$ cat src/rtl/write_buffer_pkg.sv
// Shared defaults and the store-entry record for the CPU-to-data_mem write buffer.
// Top-level integration uses this package to size and describe the buffered store port.
package write_buffer_pkg;
    localparam int WB_DEPTH = 4;
    localparam int WB_AW    = 32;
    localparam int WB_DW    = 32;

    // One buffered store: the full byte address plus a 32-bit data word.
    typedef struct packed {
        logic [WB_AW-1:0] addr;
        logic [WB_DW-1:0] data;
    } wb_entry_t;
endpackage

$ cat src/rtl/wb_fwd_match.sv
// DEPTH-way word-address compare with youngest-match select, used for store-to-load forwarding.
// Slots are visited oldest to youngest starting at head, so a later hit overrides an earlier one.
module wb_fwd_match
    import write_buffer_pkg::*;
#(
    parameter int DEPTH = WB_DEPTH,
    parameter int WW    = WB_AW - 2,
    parameter int PW    = $clog2(DEPTH)
) (
    input  logic             lookup_en,
    input  logic [WW-1:0]    lookup_word,
    input  logic [PW-1:0]    head,
    input  logic [PW:0]      count,
    input  logic [WW-1:0]    entry_word [DEPTH],
    input  logic [WB_DW-1:0] entry_data [DEPTH],
    output logic             hit,
    output logic [WB_DW-1:0] data
);
    logic [DEPTH-1:0] match;

    generate
        for (genvar gi = 0; gi < DEPTH; gi++) begin : g_cmp
            assign match[gi] = (entry_word[gi] == lookup_word);
        end
    endgenerate

    always_comb begin
        logic [PW-1:0] slot;
        slot = '0;
        hit  = 1'b0;
        data = '0;
        if (lookup_en) begin
            for (int k = 0; k < DEPTH; k++) begin
                slot = head + PW'(k);
                if ((PW+1)'(k) < count && match[slot]) begin
                    hit  = 1'b1;
                    data = entry_data[slot];
                end
            end
        end
    end
endmodule

$ cat src/rtl/write_buffer.sv
// Circular store buffer between the CPU store port and data_mem, with in-order drain
// and combinational forwarding of the youngest buffered store to matching loads.
module write_buffer
    import write_buffer_pkg::*;
#(
    parameter int DEPTH = WB_DEPTH,
    parameter int AW    = WB_AW
) (
    input  logic                     clk,
    input  logic                     rst,
    input  logic                     cpu_we,
    input  logic [AW-1:0]            cpu_addr,
    input  logic [WB_DW-1:0]         cpu_wdata,
    input  logic                     cpu_re,
    output logic                     stall,
    output logic                     fwd_hit,
    output logic [WB_DW-1:0]         fwd_data,
    output logic                     mem_we,
    output logic [AW-1:0]            mem_addr,
    output logic [WB_DW-1:0]         mem_wdata,
    input  logic                     mem_ready,
    output logic                     empty,
    output logic [$clog2(DEPTH):0]   count
);
    localparam int PW = $clog2(DEPTH);
    localparam int CW = PW + 1;

    logic [PW-1:0]    head_reg, head_next;
    logic [PW-1:0]    tail_reg, tail_next;
    logic [CW-1:0]    count_reg, count_next;
    logic [AW-1:0]    addr_store [DEPTH];
    logic [WB_DW-1:0] data_store [DEPTH];
    logic [AW-3:0]    word_store [DEPTH];

    logic full, push, pop;

    // A full buffer refuses the store even when the head drains in the same cycle.
    assign full  = (count_reg == CW'(DEPTH));
    assign push  = cpu_we && !full;
    assign pop   = (count_reg != '0) && mem_ready;
    assign stall = cpu_we && full;

    assign empty     = (count_reg == '0);
    assign count     = count_reg;
    assign mem_we    = !empty;
    assign mem_addr  = empty ? '0 : addr_store[head_reg];
    assign mem_wdata = empty ? '0 : data_store[head_reg];

    always_comb begin
        head_next  = head_reg;
        tail_next  = tail_reg;
        count_next = count_reg;
        if (push) begin
            tail_next = tail_reg + 1'b1;
        end
        if (pop) begin
            head_next = head_reg + 1'b1;
        end
        case ({push, pop})
            2'b10:   count_next = count_reg + 1'b1;
            2'b01:   count_next = count_reg - 1'b1;
            default: count_next = count_reg;
        endcase
    end

    always_ff @(posedge clk or posedge rst) begin
        if (rst) begin
            head_reg  <= '0;
            tail_reg  <= '0;
            count_reg <= '0;
        end else begin
            head_reg  <= head_next;
            tail_reg  <= tail_next;
            count_reg <= count_next;
        end
    end

    // Entry payload is not reset: validity is defined solely by head/count.
    always_ff @(posedge clk) begin
        if (push) begin
            addr_store[tail_reg] <= cpu_addr;
            data_store[tail_reg] <= cpu_wdata;
        end
    end

    generate
        for (genvar gi = 0; gi < DEPTH; gi++) begin : g_word
            assign word_store[gi] = addr_store[gi][AW-1:2];
        end
    endgenerate

    wb_fwd_match #(
        .DEPTH (DEPTH),
        .WW    (AW - 2),
        .PW    (PW)
    ) u_fwd_match (
        .lookup_en   (cpu_re),
        .lookup_word (cpu_addr[AW-1:2]),
        .head        (head_reg),
        .count       (count_reg),
        .entry_word  (word_store),
        .entry_data  (data_store),
        .hit         (fwd_hit),
        .data        (fwd_data)
    );
endmodule
$ cat config.mk
export PLATFORM = sky130hd
export DESIGN_NAME = write_buffer
export DESIGN_NICKNAME = d
export VERILOG_FILES = /design/src/rtl/write_buffer_pkg.sv /design/src/rtl/wb_fwd_match.sv /design/src/rtl/write_buffer.sv
export SDC_FILE = /design/constraint.sdc
export NUM_CORES = 1
export LEC_CHECK = 0
export ABC_CLOCK_PERIOD_IN_PS = 3100
export BUFFER_PORTS_ARGS = -buffer_cell sky130_fd_sc_hd__buf_2
export CAP_MARGIN = 15
export CORE_ASPECT_RATIO = 0.8
export CORE_MARGIN = 1
export CORE_UTILIZATION = 53
export CTS_CLUSTER_DIAMETER = 120
export DETAILED_ROUTE_END_ITERATION = 10
export GPL_TIMING_DRIVEN = 0
export PLACE_DENSITY_LB_ADDON = 0.05
export SETUP_SLACK_MARGIN = 0.1
export SLEW_MARGIN = 20
export SYNTH_ARGS = -nofsm -noshare
export SYNTH_HDL_FRONTEND = slang
export SYNTH_SLANG_ARGS = --single-unit
export TNS_END_PERCENT = 10
$ cat constraint.sdc
create_clock -name clk -period 3.1 [get_ports clk]
set_clock_uncertainty 0.2 [all_clocks]
set_input_delay 0.465 -clock clk [delete_from_list [all_inputs] [get_ports clk]]
set_output_delay 0.465 -clock clk [all_outputs]
set_load 0.05 [all_outputs]
==> results of run 1 <==
final cells by class:
cell class | instances | area, sq um
Inverter | 7 | 30.0
Buffer | 93 | 763
Fill cell | 1846 | 7730
Clock buffer | 31 | 733
Multi-Input combinational cell | 670 | 6500
Clock inverter | 21 | 211
Antenna cell | 3 | 7.51
Sequential cell | 263 | 7870
Tap cell | 357 | 447
Timing Repair Buffer | 243 | 2170
cell usage after synthesis:
master                     number  area share (%)
sky130_fd_sc_hd__edfxtp_1     256              53
sky130_fd_sc_hd__mux2_2       128              10
sky130_fd_sc_hd__xnor2_1      116             7.1
sky130_fd_sc_hd__mux2i_1       64             4.5
sky130_fd_sc_hd__clkbuf_1      55             1.4
sky130_fd_sc_hd__and2_1        38             1.7
sky130_fd_sc_hd__nand2_1       38            0.99
sky130_fd_sc_hd__nor2_1        38            0.99
sky130_fd_sc_hd__a211oi_1      33             1.7
sky130_fd_sc_hd__o311ai_1      33             2.0
sky130_fd_sc_hd__a32o_1        32             2.2
sky130_fd_sc_hd__mux4_2        32             5.0
sky130_fd_sc_hd__nand4_1       32             1.4
sky130_fd_sc_hd__a22oi_1       31             1.6
sky130_fd_sc_hd__buf_2         23            0.80
sky130_fd_sc_hd__buf_1         10            0.26
sky130_fd_sc_hd__xor2_1        10            0.61
sky130_fd_sc_hd__ha_1           9            0.78
sky130_fd_sc_hd__dfrtp_1        7             1.2
sky130_fd_sc_hd__inv_1          7            0.18
sky130_fd_sc_hd__buf_6          5            0.39
sky130_fd_sc_hd__nand4b_1       4            0.24
sky130_fd_sc_hd__nor3_1         4            0.14
sky130_fd_sc_hd__nor4_1         4            0.17
sky130_fd_sc_hd__o21ai_0        4            0.14
sky130_fd_sc_hd__a21oi_1        3            0.10
sky130_fd_sc_hd__a21oi_2        2            0.12
sky130_fd_sc_hd__nand2b_1       2           0.087
sky130_fd_sc_hd__nand3_1        2           0.070
sky130_fd_sc_hd__nor2b_1        2           0.087
sky130_fd_sc_hd__a211oi_2       1           0.087
sky130_fd_sc_hd__a21boi_1       1           0.052
sky130_fd_sc_hd__a21o_1         1           0.052
sky130_fd_sc_hd__and3_1         1           0.044
sky130_fd_sc_hd__and3b_1        1           0.061
sky130_fd_sc_hd__nand3b_1       1           0.052
sky130_fd_sc_hd__nor4_2         1           0.087
sky130_fd_sc_hd__o211a_1        1           0.070
sky130_fd_sc_hd__or2_4          1           0.061
cell families after synthesis:
family | share of synthesized area, %
flip-flops | 54.7
multiplexers | 19.5
AND/OR/NAND/NOR | 6.13
AO/OA/AOI/OAI | 8.20
XOR/XNOR | 7.67
buffers and inverters | 3.07
adder cells (fa/ha/maj) | 0.783
power groups by stage:
stage,sequential [W],clock (W),combinational [W]
final,0.00507,0.00347,0.0118
after global routing,0.00514,0.00362,0.0123
after CTS,0.00506,0.00348,0.0112
after detailed placement,0.00511,0,0.00979
after global placement,0.00518,0,0.00960
after floorplan,0.00511,0,0.00727
routing by layer:
metal  vias to the layer above  track usage, %  share of wire, %
met5                         -               0             0.029
met1                      5220            46.5                46
met2                       519            42.7                43
li1                       4595               -                 -
met4                         2            7.70               2.2
met3                        69            6.15               9.0
cells in the final DEF (no fill, tap or decap), types with 34 or more instances in the layout:
| master | synthesis | final |
|---|---|---|
| sky130_fd_sc_hd__xnor2_1 | 116 | 100 |
| sky130_fd_sc_hd__buf_6 | 5 | 72 |
| sky130_fd_sc_hd__dlygate4sd3_1 | 0 | 57 |
| sky130_fd_sc_hd__edfxtp_1 | 256 | 256 |
| sky130_fd_sc_hd__mux2_2 | 128 | 128 |
| sky130_fd_sc_hd__mux2i_1 | 64 | 64 |
| sky130_fd_sc_hd__nand2_1 | 38 | 38 |
| sky130_fd_sc_hd__buf_2 | 23 | 94 |
| sky130_fd_sc_hd__nor2_1 | 38 | 34 |
worst max-delay path by stage:
stage / from / to / slack [ps]
global placement: count[0] / data_store[25] / -1910
detailed placement: cpu_addr[31] / fwd_data[26] / -1470
floorplan: count[0] / addr_store[0][0] / -560
global route: addr_store[3][4] / fwd_data[5] / -1070
CTS: addr_store[1][3] / fwd_data[1] / -1000
finish: addr_store[2][24] / fwd_data[26] / -1060
per-stage QoR:
stage	hold WS, ps	total power, W	std cells	cell area (sq um)	setup TNS [ps]
5_1_grt	33.7	0.0211	1687	18700	-37280
3_5_place_dp	220	0.0149	1565	15800	-68340
3_3_place_gp	216	0.0148	1561	15700	-459810
6_report	38.2	0.0204	1688	18700	-35020
2_1_floorplan	68.4	0.0124	1033	14400	-119090
4_1_cts	23.6	0.0197	1682	18300	-34030
timing repair:
action                                  CTS  global route
resized for setup                       311           129
endpoints found under the hold margin   231             0
buffers inserted                          8             3
pin swaps                                 9            20
endpoints found under the setup margin   99           251
hold buffers                             57             0
worst max-delay path: stages (launching register included):
cell and delay [ps]:
sky130_fd_sc_hd__edfxtp_1 410, sky130_fd_sc_hd__xnor2_1 410, sky130_fd_sc_hd__nand4_1 180, sky130_fd_sc_hd__nor2_2 250
sky130_fd_sc_hd__nand4_1 260, sky130_fd_sc_hd__a211oi_4 320, sky130_fd_sc_hd__buf_6 170, sky130_fd_sc_hd__or2_4 180
sky130_fd_sc_hd__buf_8 160, sky130_fd_sc_hd__o311ai_1 110, sky130_fd_sc_hd__a32o_2 330, sky130_fd_sc_hd__buf_6 160
==> Flow_metrics.wiki, run 1 <==
{| class="wikitable"
! Metric !! Value
|-
| Outcome || finished, violations left
|-
| Failing checks || setup timing
|-
| Critical Path Start Type || flip-flop
|-
| Net switching share of the total power || 43.5%
|-
| Post-synth net total || 1111
|-
| Share of the yosys chip area belonging to registers || 54.7%
|-
| Minimum setup slack after placement || -1470 ps
|-
| Min-Delay Path Class || in2reg
|-
| Endpoint arrival time on the critical path || 3500 ps
|-
| DR DRC count || 0
|-
| GRT Util Overall || 30.0%
|-
| Number of clock sinks || 263
|-
| Unrepaired setup endpoints after global routing || true
|-
| Number of cells on the worst hold path || 1
|-
| Routability-driven placement congestion ratio || 0.886
|-
| Utilization after layout || 70.8%
|-
| Hold endpoint || addr_store[0][22]
|-
| Worst flop-to-flop path startpoint || count[1]
|-
| Max Cap Violations || 0
|-
| Number of port buffers || 171
|-
| Critical Path Sink Type || output port
|-
| Clock network fraction of total power || 17.0%
|-
| Number of synthesized register bits || 263
|-
| CTS Buf Count || 28
|-
| WL/cell || 24.8 microns
|-
| Critical path fanouts, max || 10
|-
| Worst slew slack as a fraction of its limit || 54.2%
|-
| Leakage component of the power || 6.88 nW
|-
| Flop-to-flop setup slack || 240 ps
|-
| Data required time of the worst path || 2430 ps
|-
| Core area || 26500 sq um
|-
| Vias in the first global route || 10311
|-
| R2R cell count || 5
|-
| Die X || 186 microns
|-
| Mean post-synth cell area || 13.9 sq um
|-
| Final hold viol count || 0
|-
| Total number of vias || 10405
|-
| Number of optimization iterations in the first detailed-route pass || 5
|-
| Synthesis Warnings || 0
|-
| PD cells || 1090 nW/um^2
|-
| Final number of max-transition violations || 0
|-
| Initial Util || 54.4%
|-
| P_sw || 0.00886 W
|-
| TritonCTS clock tree || yes
|-
| Final Worst Setup Slack || -1060 ps
|-
| Die Span Y || 149 microns
|-
| Number of nets in the finished design || 1384
|-
| I/O Pins || 172
|-
| DRC violation total after the first TritonRoute iteration || 1074
|-
| Num rows || 53
|-
| Post-synthesis cell area || 14400 sq um
|-
| Share of total power in sequential cells || 24.9%
|-
| Post-route clock period utilization || 134%
|-
| Actual slew at the worst max-slew pin || 687 ps
|-
| GRT Residual Overflow || 0
|-
| Number of unique standard cell types used by synthesis || 39
|-
| Minimum clock period || 4160 ps
|-
| Critical setup path kind || reg2out
|-
| P_int || 0.0115 W
|-
| Area growth from synthesis to layout || 30.2%
|-
| Worst hold start || cpu_addr[22]
|-
| Root Buffer Master || sky130_fd_sc_hd__clkbuf_16
|-
| Number of levels the H-tree was split into || 1
|-
| Final antenna-violating net count || 0
|-
| Clock Latency Late Sink || 540 ps
|-
| Cells after Synth || 1033
|-
| Number of antenna violations at the first check in global routing || 3
|-
| Reg-to-reg critical path endpoint || data_store[88]
|-
| Final HPWL from detailed placement || 27.6 mm
|-
| Floorplan die area || 27800 sq um
|-
| Final setup fails || 51
|-
| Max frequency || 240 MHz
|-
| Largest net degree at the start of global routing || 43
|-
| Combinational power share || 58.1%
|-
| Reg clk slew, reported paths || 70 ps
|-
| Maximum buffer depth of the clock tree || 3
|-
| Detailed-route vias per instance || 6.16
|-
| Total length of routed wires || 41.9 mm
|-
| IR Drop Worst-Case VDD || 0.000829 V
|-
| First-pass GRT wire length || 61.8 mm
|-
| Fraction of final layout cells sized beyond drive strength 1 || 42.9%
|}
Power figures use the tool's default switching activity.
==> run 2, diff against run 1 <==
--- a/config.mk
+++ b/config.mk
@@ -9,10 +9,11 @@
 export BUFFER_PORTS_ARGS = -buffer_cell sky130_fd_sc_hd__buf_2
 export CAP_MARGIN = 15
 export CORE_ASPECT_RATIO = 0.8
-export CORE_MARGIN = 1
+export CORE_MARGIN = 3
 export CORE_UTILIZATION = 53
 export CTS_CLUSTER_DIAMETER = 120
 export DETAILED_ROUTE_END_ITERATION = 10
+export GPL_ROUTABILITY_DRIVEN = 1
 export GPL_TIMING_DRIVEN = 0
 export PLACE_DENSITY_LB_ADDON = 0.05
 export SETUP_SLACK_MARGIN = 0.1
==> run 2 against run 1 <==
Compared with the run above: clock-buffer cell count rose by 3; combinational power barely moved; cell area rose by 0.51%; highest routed layer unchanged; sequential share of layout area fell by 0.22 points; critical path type unchanged; first-iteration DRC count fell by 2.9%; final cell count fell by 0.41%; global-route usage fell by 1.8 points; the run still ends with setup timing left; die area rose by 4.9%; sequential cell count did not move.
==> Flow_metrics.wiki, run 2 (synthesis gave the netlist of run 1 again) <==
{| class="wikitable"
! Metric !! Value
|-
| Total length of routed wires || 42.3 mm
|-
| Ordered cell list for the critical path || xnor2_2, nand4_1, nor4_4, nand4_1, a211oi_4, buf_12, or2_4, buf_8, o311ai_1, a32o_1, buf_6
|-
| Critical setup path kind || reg2out
|-
| CTS Buf Count || 28
|-
| Detailed-route vias per instance || 6.17
|-
| Total number of vias || 10378
|-
| Unrepaired setup endpoints after global routing || true
|-
| Minimum clock period || 4080 ps
|-
| WL/cell || 25.2 microns
|-
| Largest net degree at the start of global routing || 45
|-
| Family of cells with the greatest summed delay on the critical path || simple AND/OR/NAND/NOR gates
|-
| GRT Util Overall || 28.2%
|-
| Clock network fraction of total power || 18.5%
|-
| Number of antenna cells inserted || 0
|-
| Critical path's most frequent cell || sky130_fd_sc_hd__nand4_1
|-
| Combinational power share || 56.9%
|-
| Core area || 26500 sq um
|-
| PD cells || 1100 nW/um^2
|-
| Critical Path Sink Type || output port
|-
| Vias in the first global route || 10552
|-
| Number of nets in the finished design || 1380
|-
| Fill cell instance count of the final layout || 1783
|-
| Initial Util || 54.4%
|-
| Root Buffer Master || sky130_fd_sc_hd__clkbuf_16
|-
| DRC violation total after the first TritonRoute iteration || 1043
|-
| Endpoint arrival time on the critical path || 3420 ps
|-
| IR Drop Worst-Case VDD || 0.000838 V
|-
| Final setup fails || 60
|-
| Worst hold start || cpu_addr[22]
|-
| Area growth from synthesis to layout || 30.9%
|-
| Most frequent standard cell in the layout excluding fill and tap cells || sky130_fd_sc_hd__edfxtp_1
|-
| Min-Delay Path Class || in2reg
|-
| Flop-to-flop setup slack || 350 ps
|-
| Worst flop-to-flop path startpoint || count[0]
|-
| Fraction of final layout cells sized beyond drive strength 1 || 42.9%
|-
| Max frequency || 245 MHz
|-
| I/O Pins || 172
|-
| Outcome || finished, violations left
|-
| Tot Pwr || 0.0207 W
|-
| Most frequent cells in the layout || 256 x sky130_fd_sc_hd__edfxtp_1, 128 x sky130_fd_sc_hd__mux2_2, 103 x sky130_fd_sc_hd__buf_2
|-
| Number of port buffers || 171
|-
| Hold endpoint || addr_store[3][22]
|-
| Number of cells on the worst hold path || 1
|-
| Clock Latency Late Sink || 540 ps
|-
| Reg-to-reg critical path endpoint || addr_store[3][3]
|-
| Max Cap Violations || 0
|-
| Worst slew slack as a fraction of its limit || 52.9%
|-
| Number of clock sinks || 263
|-
| Die Span Y || 153 microns
|-
| Highest-delay cell along the critical path || sky130_fd_sc_hd__edfxtp_1
|-
| Routability-driven placement congestion ratio || 0.861
|-
| Number of antenna violations at the first check in global routing || 2
|-
| Critical path fanouts, max || 10
|-
| Final hold viol count || 0
|-
| Buffers and inverters on the worst path || 3
|-
| Actual slew at the worst max-slew pin || 707 ps
|-
| First-pass GRT wire length || 63.2 mm
|-
| Cell Count, Final, Fillers Out || 1681
|-
| Data required time of the worst path || 2430 ps
|-
| Worst hold slack after final layout || 46.7 ps
|-
| Critical Path Start Type || flip-flop
|-
| Number of levels the H-tree was split into || 1
|-
| R2R cell count || 5
|-
| Reg clk slew, reported paths || 60 ps
|-
| Net switching share of the total power || 42.9%
|-
| Leakage component of the power || 6.91 nW
|-
| P_sw || 0.00886 W
|-
| Final number of max-transition violations || 0
|-
| Num rows || 53
|-
| Final Worst Setup Slack || -982 ps
|-
| P_int || 0.0118 W
|-
| Share of total power in sequential cells || 24.6%
|-
| Floorplan die area || 29200 sq um
|-
| DR DRC count || 0
|-
| Die X || 190 microns
|-
| Final HPWL from detailed placement || 28.1 mm
|-
| GRT Residual Overflow || 0
|-
| Number of optimization iterations in the first detailed-route pass || 5
|-
| Post-route clock period utilization || 132%
|-
| TritonCTS clock tree || yes
|-
| Maximum buffer depth of the clock tree || 3
|-
| Final Cell Area || 18800 sq um
|-
| Failing checks || setup timing
|-
| Final antenna-violating net count || 0
|-
| DP Area || 15800 sq um
|-
| Largest stage delay, worst path || 430 ps
|-
| Total placed cells including tap cells || 1565
|}
==> run 2: changes by cell type in the layout (fill, tap and decap cells not counted), moves of 5 or more <==
cell                       previous run  this run
sky130_fd_sc_hd__nor2_1              34        29
sky130_fd_sc_hd__clkbuf_8             5        13
sky130_fd_sc_hd__o311ai_1            22        31
sky130_fd_sc_hd__buf_4               33        20
sky130_fd_sc_hd__a32o_2              27        22
sky130_fd_sc_hd__o311ai_2            10         1
sky130_fd_sc_hd__a32o_1               5        10
sky130_fd_sc_hd__buf_2               94       103
sky130_fd_sc_hd__clkinv_2             8         3
sky130_fd_sc_hd__nor2_2               4         9
==> run 2: per-layer routing <==
layer  vias to the layer above  track usage, %  wire (microns)
li1                       4575               -               -
met1                      5191            43.4           19100
met2                       529            41.6           18300
met3                        79            5.53            3840
met4                         4            6.88            1060
met5                         -               0              27
==> run 2: worst max path at each step <==
stage,startpoint,to,slack (ps),cells after the start
finish,addr_store[2][25],fwd_data[15],-980,11
global route,addr_store[2][25],fwd_data[11],-1110,11
CTS,addr_store[1][31],fwd_data[15],-1020,11
detailed placement,cpu_addr[31],fwd_data[29],-1420,12
global placement,count[0],data_store[81],-1810,4
floorplan,count[0],addr_store[0][0],-560,4
==> run 2: what timing repair did <==
item / in CTS / in global routing
resized for setup: 297 / 137
hold endpoints to repair: 231 / 0
hold buffers: 57 / 0
endpoints found under the setup margin: 99 / 98
buffers inserted: 4 / 3
pin swaps: 14 / 17
==> run 2: power by group through the flow <==
stage | clock (W) | sequential, W | combinational [W]
floorplan | 0 | 0.00511 | 0.00727
global placement | 0 | 0.00517 | 0.00963
detailed placement | 0 | 0.00511 | 0.00981
CTS | 0.00387 | 0.00506 | 0.0112
global route | 0.00401 | 0.00514 | 0.0123
finish | 0.00383 | 0.00508 | 0.0118
==> run 2: worst register-to-register path, cell delays in order, from the launching register on <==
cell and delay, ps:
sky130_fd_sc_hd__dfrtp_2 470, sky130_fd_sc_hd__inv_2 80, sky130_fd_sc_hd__ha_2 220, sky130_fd_sc_hd__a21boi_1 490, sky130_fd_sc_hd__and2_4 620, sky130_fd_sc_hd__buf_16 300
==> run 2: cell type report <==
type	count	area [sq um]	share of cell area [%]
flip-flops and latches	263	7870	41.8
well taps	357	447	2.37
clock inverters	18	285	1.52
clock buffers	34	785	4.17
plain buffers	93	827	4.39
inverters	7	30.0	0.160
multi-input cells	670	6480	34.4
repair buffers	239	2110	11.2
==> run 2: stage by stage <==
step                worst slack, ps  setup TNS [ps]  utilization [%]
finish                         -982          -33180             71.1
global route                  -1110          -39730             71.1
CTS                           -1020          -34420             69.6
detailed placement            -1420          -66870             59.7
global placement              -1810         -439080             59.3
floorplan                      -565         -119090                -
==> run 3, diff against run 2 <==
--- a/config.mk
+++ b/config.mk
@@ -10,7 +10,7 @@
 export CAP_MARGIN = 15
 export CORE_ASPECT_RATIO = 0.8
 export CORE_MARGIN = 3
-export CORE_UTILIZATION = 53
+export CORE_UTILIZATION = 54
 export CTS_CLUSTER_DIAMETER = 120
 export DETAILED_ROUTE_END_ITERATION = 10
 export GPL_ROUTABILITY_DRIVEN = 1
@@ -20,5 +20,6 @@
 export SLEW_MARGIN = 20
 export SYNTH_ARGS = -nofsm -noshare
 export SYNTH_HDL_FRONTEND = slang
+export SYNTH_HIERARCHICAL = 1
 export SYNTH_SLANG_ARGS = --single-unit
 export TNS_END_PERCENT = 10
==> run 3 against run 2 <==
Compared with the run above: the flow still finishes with violations (setup timing); utilization decreased by 1.7 points; setup slack got worse by 370 ps; area after synthesis increased by 13%; register-to-register slack improved by 110 ps; cell area increased by 8.8%.
==> Flow_metrics.wiki, run 3 <==
{| class="wikitable"
! Metric !! Value
|-
| Cell Count, Final, Fillers Out || 1898
|-
| First-pass GRT wire length || 77.1 mm
|-
| Area fraction of the dominant cell type after synthesis || 47.3%
|-
| Minimum setup slack after placement || -1270 ps
|-
| Final number of max-transition violations || 0
|-
| Number of optimization iterations in the first detailed-route pass || 8
|-
| Critical Path Sink Type || output port
|-
| Number of cells on the worst hold path || 1
|-
| Highest-delay cell along the critical path || sky130_fd_sc_hd__buf_1
|-
| Total placed cells including tap cells || 1771
|-
| Number of port buffers || 171
|-
| Number of antenna violations at the first check in global routing || 1
|-
| Biggest area contributors in the synthesized netlist || sky130_fd_sc_hd__edfxtp_1 47%, sky130_fd_sc_hd__mux4_2 17%, sky130_fd_sc_hd__xnor2_1 6.4%
|-
| Failing checks || setup timing
|-
| Largest net degree at the start of global routing || 43
|-
| Critical setup path kind || reg2out
|-
| Root Buffer Master || sky130_fd_sc_hd__clkbuf_16
|-
| Num rows || 56
|-
| Initial Util || 55.1%
|-
| Final setup fails || 63
|-
| Routability-driven placement congestion ratio || 0.957
|-
| Die X || 200 microns
|-
| Worst flop-to-flop path startpoint || count[1]
|-
| IR Drop Worst-Case VDD || 0.000737 V
|-
| Number of synthesized register bits || 263
|-
| P_sw || 0.0106 W
|-
| Min-Delay Path Class || in2reg
|-
| Mean post-synth cell area || 13.7 sq um
|-
| Largest stage delay, worst path || 480 ps
|-
| Net switching share of the total power || 47.6%
|-
| Floorplan die area || 32200 sq um
|-
| R2R cell count || 4
|-
| Worst hold start || cpu_addr[10]
|-
| Final hold viol count || 0
|-
| Die Span Y || 161 microns
|-
| Post-synth net total || 1265
|-
| Ordered cell list for the critical path || xnor2_1, nand4_1, nor4_4, buf_4, nand4b_1, nand3_1, nand3_2, buf_1, o31ai_2, o221a_4, buf_2
|-
| Buffers and inverters on the worst path || 3
|-
| Data required time of the worst path || 2430 ps
|-
| Family of cells with the greatest summed delay on the critical path || simple AND/OR/NAND/NOR gates
|-
| Endpoint arrival time on the critical path || 3780 ps
|-
| Area growth from synthesis to layout || 25.9%
|-
| Count leader, synth || sky130_fd_sc_hd__edfxtp_1
|-
| Unrepaired setup endpoints after global routing || true
|-
| Cells after Synth || 1190
|-
| Post-synthesis cell area || 16300 sq um
|-
| Maximum buffer depth of the clock tree || 3
|-
| Synthesis Warnings || 6
|-
| Vias in the first global route || 12058
|-
| Primary FF master, synth || sky130_fd_sc_hd__edfxtp_1
|-
| Clock network fraction of total power || 15.0%
|-
| Clock Latency Late Sink || 540 ps
|-
| Most frequent cells in the layout || 256 x sky130_fd_sc_hd__edfxtp_1, 170 x sky130_fd_sc_hd__buf_2, 126 x sky130_fd_sc_hd__mux4_2
|-
| PD cells || 1090 nW/um^2
|-
| Number of clock sinks || 263
|-
| Core area || 29500 sq um
|-
| DRC violation total after the first TritonRoute iteration || 1620
|-
| I/O Pins || 172
|-
| Reg-to-reg critical path endpoint || data_store[77]
|-
| Max Cap Violations || 0
|-
| GRT Residual Overflow || 0
|-
| Commonest cells in the netlist || 256 x sky130_fd_sc_hd__edfxtp_1, 126 x sky130_fd_sc_hd__mux4_2, 118 x sky130_fd_sc_hd__xnor2_1
|-
| Number of enable flip-flop cells after synthesis || 256
|-
| Total number of vias || 12574
|-
| Most frequent standard cell in the layout excluding fill and tap cells || sky130_fd_sc_hd__edfxtp_1
|-
| GRT Util Overall || 32.1%
|-
| Final HPWL from detailed placement || 36.0 mm
|-
| Outcome || finished, violations left
|-
| Worst slew slack as a fraction of its limit || 34.0%
|-
| Leakage component of the power || 7.17 nW
|-
| Total length of routed wires || 52.3 mm
|-
| Number of antenna cells inserted || 0
|-
| Number of nets in the finished design || 1546
|-
| Detailed-route vias per instance || 6.62
|-
| Post-route clock period utilization || 143%
|-
| Async SR Flop Fraction || 2.66%
|-
| Reg clk slew, reported paths || 60 ps
|-
| Minimum clock period || 4450 ps
|-
| P_int || 0.0117 W
|-
| Cell type with the highest aggregate area in the netlist || sky130_fd_sc_hd__edfxtp_1
|-
| Combinational power share || 61.3%
|-
| Final Worst Setup Slack || -1350 ps
|-
| Fraction of final layout cells sized beyond drive strength 1 || 38.9%
|-
| Number of unique standard cell types used by synthesis || 50
|-
| Flop-to-flop setup slack || 460 ps
|-
| CTS Buf Count || 27
|-
| TritonCTS clock tree || yes
|-
| Share of the yosys chip area belonging to registers || 48.4%
|-
| Number of levels the H-tree was split into || 1
|-
| Critical path fanouts, max || 10
|-
| Final antenna-violating net count || 0
|-
| Max frequency || 225 MHz
|-
| Utilization after layout || 69.4%
|-
| Actual slew at the worst max-slew pin || 990 ps
|-
| Hold endpoint || addr_store[2][10]
|-
| DR DRC count || 0
|-
| WL/cell || 27.6 microns
|-
| Share of total power in sequential cells || 23.7%
|-
| Critical Path Start Type || flip-flop
|-
| Fill cell instance count of the final layout || 2093
|}
-- run 3: logic make-up (layout without fill, tap and decap cells) --
family | after synthesis | count (layout) | synth area share, %
flops | 263 | 263 | 48.4
fa+ha+maj | 6 | 6 | 0.508
compound gates | 232 | 232 | 10.3
buf+inv | 136 | 438 | 3.88
simple gates | 228 | 228 | 7.95
xor+xnor | 128 | 128 | 6.90
mux | 197 | 197 | 22.1
-- run 3: worst max-delay path by stage --
stage,endpoint,from,depth (start not counted),slack (ps)
after floorplan,fwd_data[17],cpu_addr[30],10,-310
after global placement,data_store[73],count[0],3,-1610
after detailed placement,fwd_data[18],cpu_addr[7],11,-1270
after CTS,fwd_data[17],addr_store[1][13],10,-1280
after global routing,fwd_data[6],addr_store[1][13],12,-1430
final,fwd_data[6],addr_store[1][14],11,-1350
-- run 3: worst register-to-register path: stages (launching register included) --
cell                       delay, ps
sky130_fd_sc_hd__dfrtp_1         540
sky130_fd_sc_hd__nor2_1           90
sky130_fd_sc_hd__a21boi_1        470
sky130_fd_sc_hd__and2_4          690
sky130_fd_sc_hd__buf_12          310
-- run 3: area by class of cell --
type                       instances  area [sq um]  area share (%)
clock buffer                      37           763            3.73
clock inverter                    13           141           0.691
inverter                          11          41.3           0.202
buffer                           125           798            3.90
timing repair buffer             252          1880            9.18
multi-input combinational        791          8480            41.4
sequential                       263          7860            38.4
tap                              406           508            2.48
-- run 3: repair_timing --
action	in CTS	in global routing
endpoints found under the setup margin	95	97
hold buffers	59	0
cloned	0	1
buffers inserted	8	10
endpoints found under the hold margin	239	0
pin swaps	12	23
resized for setup	65	129
-- run 3: metrics by stage --
stage / total power, W / hold slack, ps / TNS, ps / area, sq um
after floorplan: 0.0148 / 68.4 / -59680 / 16800
after global placement: 0.0180 / 211 / -343390 / 18100
after detailed placement: 0.0181 / 227 / -38880 / 18200
after CTS: 0.0218 / 2.35 / -56910 / 20000
after global routing: 0.0231 / 31.5 / -62700 / 20500
final: 0.0223 / 24.2 / -55030 / 20500
-- run 3: metal layers --
layer / track usage (%) / part of all wire, % / vias up
met2: 42.7 / 41 / 860
met3: 9.24 / 14 / 76
li1: - / - / 5317
met1: 52.1 / 43 / 6319
met5: 0 / 0.031 / -
met4: 7.07 / 2.4 / 2
-- run 3: power groups by stage --
stage | registers (W) | logic [W] | clock network [W]
3_5_place_dp | 0.00532 | 0.0128 | 0
6_report | 0.00528 | 0.0137 | 0.00335
4_1_cts | 0.00526 | 0.0131 | 0.00338
3_3_place_gp | 0.00537 | 0.0126 | 0
2_1_floorplan | 0.00524 | 0.00959 | 0
5_1_grt | 0.00536 | 0.0142 | 0.00354
